<file path="src/rtl/shell_pkg.sv">
// Shared types for the shell pool: tank heading and per-slot state.
package shell_pkg;

  typedef enum logic [1:0] {
    UP    = 2'd0,
    DOWN  = 2'd1,
    LEFT  = 2'd2,
    RIGHT = 2'd3
  } dir_t;

  typedef enum logic {
    IDLE = 1'b0,
    FLY  = 1'b1
  } slot_state_t;

  // Index width that never collapses to zero bits.
  function automatic int unsigned idx_w(input int unsigned n);
    return (n > 1) ? $clog2(n) : 1;
  endfunction

endpackage

</file>
<file path="src/rtl/shell_slot.sv">
// One shell slot: IDLE/FLY FSM, step divider, position and arena-edge handling.
// SHELL_EDGE_KILL_EN: leaving the arena frees the slot and pulses edge_kill.
module shell_slot
  import shell_pkg::*;
#(
  parameter int POS_W    = 6,
  parameter int STEP_DIV = 400000,
  parameter int X_MAX    = 39,
  parameter int Y_MAX    = 29
) (
  input  logic             clk,
  input  logic             rst_n,
  input  logic             claim,
  input  logic             vanish,
  input  logic [1:0]       dir_in,
  input  logic [POS_W-1:0] tank_x,
  input  logic [POS_W-1:0] tank_y,
  output logic [POS_W-1:0] pos_x,
  output logic [POS_W-1:0] pos_y,
  output logic             active,
  output logic             edge_kill
);

  localparam int               CNT_W    = idx_w(STEP_DIV);
  localparam logic [CNT_W-1:0] CNT_LAST = CNT_W'(STEP_DIV - 1);
  localparam logic [POS_W-1:0] XM       = POS_W'(X_MAX);
  localparam logic [POS_W-1:0] YM       = POS_W'(Y_MAX);

  slot_state_t      r_state, w_state_nxt;
  dir_t             r_dir;
  logic [POS_W-1:0] r_x, r_y, w_x_nxt, w_y_nxt;
  logic [CNT_W-1:0] r_cnt;
  logic             w_step, w_at_edge, w_edge_kill;

  always_ff @(posedge clk) begin
    if (!rst_n) r_state <= IDLE;
    else        r_state <= w_state_nxt;
  end

  assign w_step = (r_state == FLY) && (r_cnt == CNT_LAST);

  always_comb begin
    w_at_edge = 1'b0;
    case (r_dir)
      UP:    w_at_edge = (r_y >= YM);
      DOWN:  w_at_edge = (r_y == '0);
      LEFT:  w_at_edge = (r_x == '0);
      RIGHT: w_at_edge = (r_x >= XM);
      default: w_at_edge = 1'b0;
    endcase
  end

  // Vanish has priority over a move; idle slots keep their position at 0,0.
  always_comb begin
    w_state_nxt = r_state;
    w_x_nxt     = r_x;
    w_y_nxt     = r_y;
    w_edge_kill = 1'b0;
    case (r_state)
      IDLE: begin
        if (claim) begin
          w_state_nxt = FLY;
          w_x_nxt     = tank_x;
          w_y_nxt     = tank_y;
        end
      end
      FLY: begin
        if (vanish) begin
          w_state_nxt = IDLE;
          w_x_nxt     = '0;
          w_y_nxt     = '0;
        end else if (w_step) begin
          if (!w_at_edge) begin
            case (r_dir)
              UP:    w_y_nxt = r_y + POS_W'(1);
              DOWN:  w_y_nxt = r_y - POS_W'(1);
              LEFT:  w_x_nxt = r_x - POS_W'(1);
              RIGHT: w_x_nxt = r_x + POS_W'(1);
              default: ;
            endcase
          end
`ifdef SHELL_EDGE_KILL_EN
          else begin
            w_state_nxt = IDLE;
            w_edge_kill = 1'b1;
            w_x_nxt     = '0;
            w_y_nxt     = '0;
          end
`endif
        end
      end
      default: w_state_nxt = IDLE;
    endcase
  end

  always_ff @(posedge clk) begin
    if (!rst_n) begin
      r_x   <= '0;
      r_y   <= '0;
      r_cnt <= '0;
      r_dir <= UP;
    end else begin
      r_x   <= w_x_nxt;
      r_y   <= w_y_nxt;
      r_cnt <= ((r_state == FLY) && !w_step) ? r_cnt + CNT_W'(1) : '0;
      if ((r_state == IDLE) && claim) r_dir <= dir_t'(dir_in);
    end
  end

  assign pos_x     = r_x;
  assign pos_y     = r_y;
  assign active    = (r_state == FLY);
  assign edge_kill = w_edge_kill & rst_n;

endmodule

</file>
<file path="src/rtl/shell_pool.sv">
// Per-tank shell pool: lowest-free-slot allocator, fire cooldown, idle-slot count.
// Edge behaviour of the slots is selected by SHELL_EDGE_KILL_EN.
module shell_pool
  import shell_pkg::*;
#(
  parameter int N_SHELL  = 5,
  parameter int POS_W    = 6,
  parameter int STEP_DIV = 400000,
  parameter int X_MAX    = 39,
  parameter int Y_MAX    = 29,
  parameter int COOLDOWN = 0
) (
  input  logic                        clk,
  input  logic                        rst_n,
  input  logic                        fire,
  input  logic                        give_en,
  input  logic [1:0]                  dir_in,
  input  logic [POS_W-1:0]            tank_x,
  input  logic [POS_W-1:0]            tank_y,
  input  logic [N_SHELL-1:0]          vanish,
  output logic [N_SHELL*POS_W-1:0]    shell_x,
  output logic [N_SHELL*POS_W-1:0]    shell_y,
  output logic [N_SHELL-1:0]          active,
  output logic                        fire_ack,
  output logic [idx_w(N_SHELL)-1:0]   fire_slot,
  output logic [N_SHELL-1:0]          edge_kill,
  output logic [$clog2(N_SHELL+1)-1:0] free_cnt
);

  localparam int SEL_W  = idx_w(N_SHELL);
  localparam int FREE_W = $clog2(N_SHELL + 1);
  localparam int CD_W   = idx_w(COOLDOWN + 1);

  logic              w_accept, w_any_idle;
  logic [SEL_W-1:0]  w_sel;
  logic [N_SHELL-1:0] w_claim, w_release;
  logic [FREE_W-1:0] w_rel_cnt, r_free;
  logic [CD_W-1:0]   r_cd;

  // Descending scan so the last hit is the lowest idle index.
  always_comb begin
    w_any_idle = 1'b0;
    w_sel      = '0;
    for (int unsigned i = N_SHELL; i > 0; i--) begin
      if (!active[i-1]) begin
        w_any_idle = 1'b1;
        w_sel      = SEL_W'(i - 1);
      end
    end
  end

  assign w_accept = rst_n && fire && give_en && w_any_idle && (r_cd == '0);

  always_comb begin
    w_claim = '0;
    for (int unsigned i = 0; i < N_SHELL; i++) begin
      w_claim[i] = w_accept && (w_sel == SEL_W'(i));
    end
  end

  for (genvar g = 0; g < N_SHELL; g++) begin : g_slot
    shell_slot #(
      .POS_W   (POS_W),
      .STEP_DIV(STEP_DIV),
      .X_MAX   (X_MAX),
      .Y_MAX   (Y_MAX)
    ) u_slot (
      .clk      (clk),
      .rst_n    (rst_n),
      .claim    (w_claim[g]),
      .vanish   (vanish[g]),
      .dir_in   (dir_in),
      .tank_x   (tank_x),
      .tank_y   (tank_y),
      .pos_x    (shell_x[g*POS_W +: POS_W]),
      .pos_y    (shell_y[g*POS_W +: POS_W]),
      .active   (active[g]),
      .edge_kill(edge_kill[g])
    );
  end

  // Free count tracks next-state occupancy so it matches active after each edge.
  assign w_release = (vanish & active) | edge_kill;

  always_comb begin
    w_rel_cnt = '0;
    for (int unsigned i = 0; i < N_SHELL; i++) begin
      w_rel_cnt = w_rel_cnt + FREE_W'(w_release[i]);
    end
  end

  always_ff @(posedge clk) begin
    if (!rst_n) begin
      r_cd   <= '0;
      r_free <= FREE_W'(N_SHELL);
    end else begin
      if (w_accept)         r_cd <= CD_W'(COOLDOWN);
      else if (r_cd != '0)  r_cd <= r_cd - CD_W'(1);
      r_free <= r_free - FREE_W'(w_accept) + w_rel_cnt;
    end
  end

  assign fire_ack  = w_accept;
  assign fire_slot = w_sel;
  assign free_cnt  = r_free;

endmodule

</file>
<file path="config.mk">
export PLATFORM = sky130hd
export DESIGN_NAME = shell_pool
export DESIGN_NICKNAME = d
export VERILOG_FILES = /design/src/rtl/shell_pkg.sv /design/src/rtl/shell_slot.sv /design/src/rtl/shell_pool.sv
export SDC_FILE = /design/constraint.sdc
export NUM_CORES = 1
export LEC_CHECK = 0
export CAP_MARGIN = 15
export CORE_MARGIN = 2
export CORE_UTILIZATION = 62
export DETAILED_ROUTE_END_ITERATION = 8
export GPL_TIMING_DRIVEN = 0
export PLACE_DENSITY = 0.86
export SETUP_SLACK_MARGIN = 0.1
export SLEW_MARGIN = 20
export SYNTH_ARGS = -nofsm -noshare
export SYNTH_HDL_FRONTEND = slang
export SYNTH_SLANG_ARGS = --single-unit
</file>
<file path="constraint.sdc">
create_clock -name clk -period 8 [get_ports clk]
set_input_delay 0.8 -clock clk [delete_from_list [all_inputs] [get_ports clk]]
set_output_delay 0.8 -clock clk [all_outputs]
set_load 0.1 [all_outputs]
</file>
==> run metrics <==
fin crit share=between 50% and 60%; post-route antenna net violation count=0; Place WS=3580 ps; Nets=~1,400; # rows=46; top_reg_cell synth=dfxtp_1; Crit Path Max Fanout=9; status=complete, no violations; Synth top cells by count=dfxtp_1, nor2_1, nand2_1; CTS resizes=0; routability cong.=0.919; grt total ovfl=0; WP data required=~7000 ps; min-delay worst type=reg2reg; post-placement cell count=between 1,500 and 2,000; Clock transition at path regs=around 60 ps; fmax=~250 MHz; layout cell share with drive strength beyond 1=~4.8%; post-CTS setup repair buffer count=0; first-pass GRT wire length=about 44,000 um; maximum clock insertion buffer count=2; vias=9,340; sequential element share of the synthesized area=34.5%; FF+latch count, synth=174; chip width=132 um; Final Util=75.3%; Tot GR Track Use=30.9%; met2 wire length=12,100 um; worst setup margin=3970 ps; top routing layer in use=met4; DIE HEIGHT=132 um; endpoints failing setup=0; max_slew headroom=33.0%; # DRC=0; number of synthesized flops with an enable pin=0; Skew-Pair Late Insertion Delay=430 ps; worst-margin pin slew=1000 ps; Fin Setup TNS=0 ps; core footprint=about 0.016 mm2; via-per-instance ratio=6.10; synthesized instance count=between 1,000 and 1,500; Final Slew Violations=0; CP Launch Type=input pin; skew final=9.75 ps; initial core utilization=a little under two thirds; Iter 0 DRT Violations=934; Synth cell types=80; crit path DAT=approximately 3200 ps; Synth area leader=dfxtp_1; synth warn=0; Mean Syn Cell Area=8.50 um2; worst vdd ir=between 0.2 and 0.25 mV; PD cells=167 mW/mm2; TritonCTS clock tree=done; CTS sink count=174; met3 wire length=2190 um; CTS Buf Count=17; fin area=between 0.01 and 0.015 mm2; worst setup path category=in2out; RSZ-0062 raised after global routing=no; Post-DP HPWL=19,200 um; largest net degree at the start of global routing=17; wire per inst=17.3 um; WHS Path Cells=1; I/O Buffers=92; M1 wire length=11,000 um; Cell Area, Placed=0.0113 mm2; router iterations before antenna repair=6; layout overhead on the synthesized area=18.4%; R2R cell count=12; CTS H-tree lvls=4; hold_ws=~460 ps; Ports=100; post-layout min period=slightly above 4000 ps; final std cells w/o fill=between 1,500 and 2,000; die area=around 0.017 mm2; synthesized cell area=0.0101 mm2; clock root buffer=clkbuf_16; vias in the first global route=~9,100; number of diodes=0; Hold Vio Cnt, Final=0; Synth top area share=34.5%; antenna violations before repair=0; Detailed Route WL=26,600 um; crit end category=output port; static leakage=4.63 nW; top cells by area, synth=dfxtp_1, nor2_1, ha_1, xor2_1, xnor2_1; Final Power=1.99 mW; most common cell in the netlist=dfxtp_1; Post-synth ARST share=0%; maxcap violations=0; cts-stage hold buffer count=0
[layer usage]
| layer | global-route usage (%) | up-vias |
|---|---|---|
| met4 | 16.4 | 0 |
| met5 | 0 | - |
| li1 | - | 4472 |
| met3 | 6.98 | 102 |
| met2 | 48.3 | 398 |
| met1 | 39.7 | 4368 |
[kinds of logic after synthesis]
family	count (synthesis)	synth area share, %
buf+inv	105	4.52
other cells	1	0.0371
simple gates	443	21.4
compound gates	262	18.4
mux	15	1.49
flops	174	34.5
xor+xnor	127	11.0
fa+ha+maj	62	8.64
[state kept, by name (all words and copies together) (netlist names)]
name	flops
free_cnt	3
g_slot.u_slot.pos_y	30
g_slot.u_slot.pos_x	30
g_slot.u_slot.r_dir	10
g_slot.u_slot.active	5
r_cd	1
g_slot.u_slot.r_cnt	95
[layout make-up]
cell class / count / area, um2
Buffer: 56 / 273
Fill cell: 1207 / 3920
Clock inverter: 10 / 213
Timing Repair Buffer: 92 / 921
Multi-Input combinational cell: 915 / 6180
Tap cell: 216 / 270
Inverter: 49 / 184
Clock buffer: 20 / 437
Sequential cell: 174 / 3480
[placed cells by master (no fill, tap or decap), drive strengths merged, types with 13 or more instances in the layout]
master,instances
o21ai,44
o211a,17
nand2,73
a211oi,28
a21oi,60
buf,20
fa,13
nand3,67
ha,49
nor2,165
dfxtp,174
xor2,70
and3,16
nand4,19
o221ai,15
nor3,27
o22ai,15
a21o,17
nor4,14
clkdlybuf4s50,92
mux2i,15
xnor2,57
nand2b,14
clkbuf,56
inv,49
[report_power, final]
part	internal, mW	switching [mW]	leakage [nW]
Combinational	0.0534	0.125	2.92
Clock	0.584	0.346	0.307
Sequential	0.874	0.0112	1.40
[worst paths after layout]
kind / startpoint / endpoint / slack (ps)
worst max-delay path: give_en / fire_ack / 3970
worst min-delay path: g_slot[0].u_slot.r_cnt[0] / g_slot[0].u_slot.r_cnt[0] / 460
worst max register to register: g_slot[3].u_slot.active / free_cnt[2] / 4230
worst min register to register: g_slot[0].u_slot.r_cnt[0] / g_slot[0].u_slot.r_cnt[0] / 460
[worst max-delay path: stages]
cell and delay (ps):
clkdlybuf4s50_1 480, nand4b_2 350, nor2_1 390, clkdlybuf4s50_1 1200
Note: power is estimated with default switching activity, not from simulation.
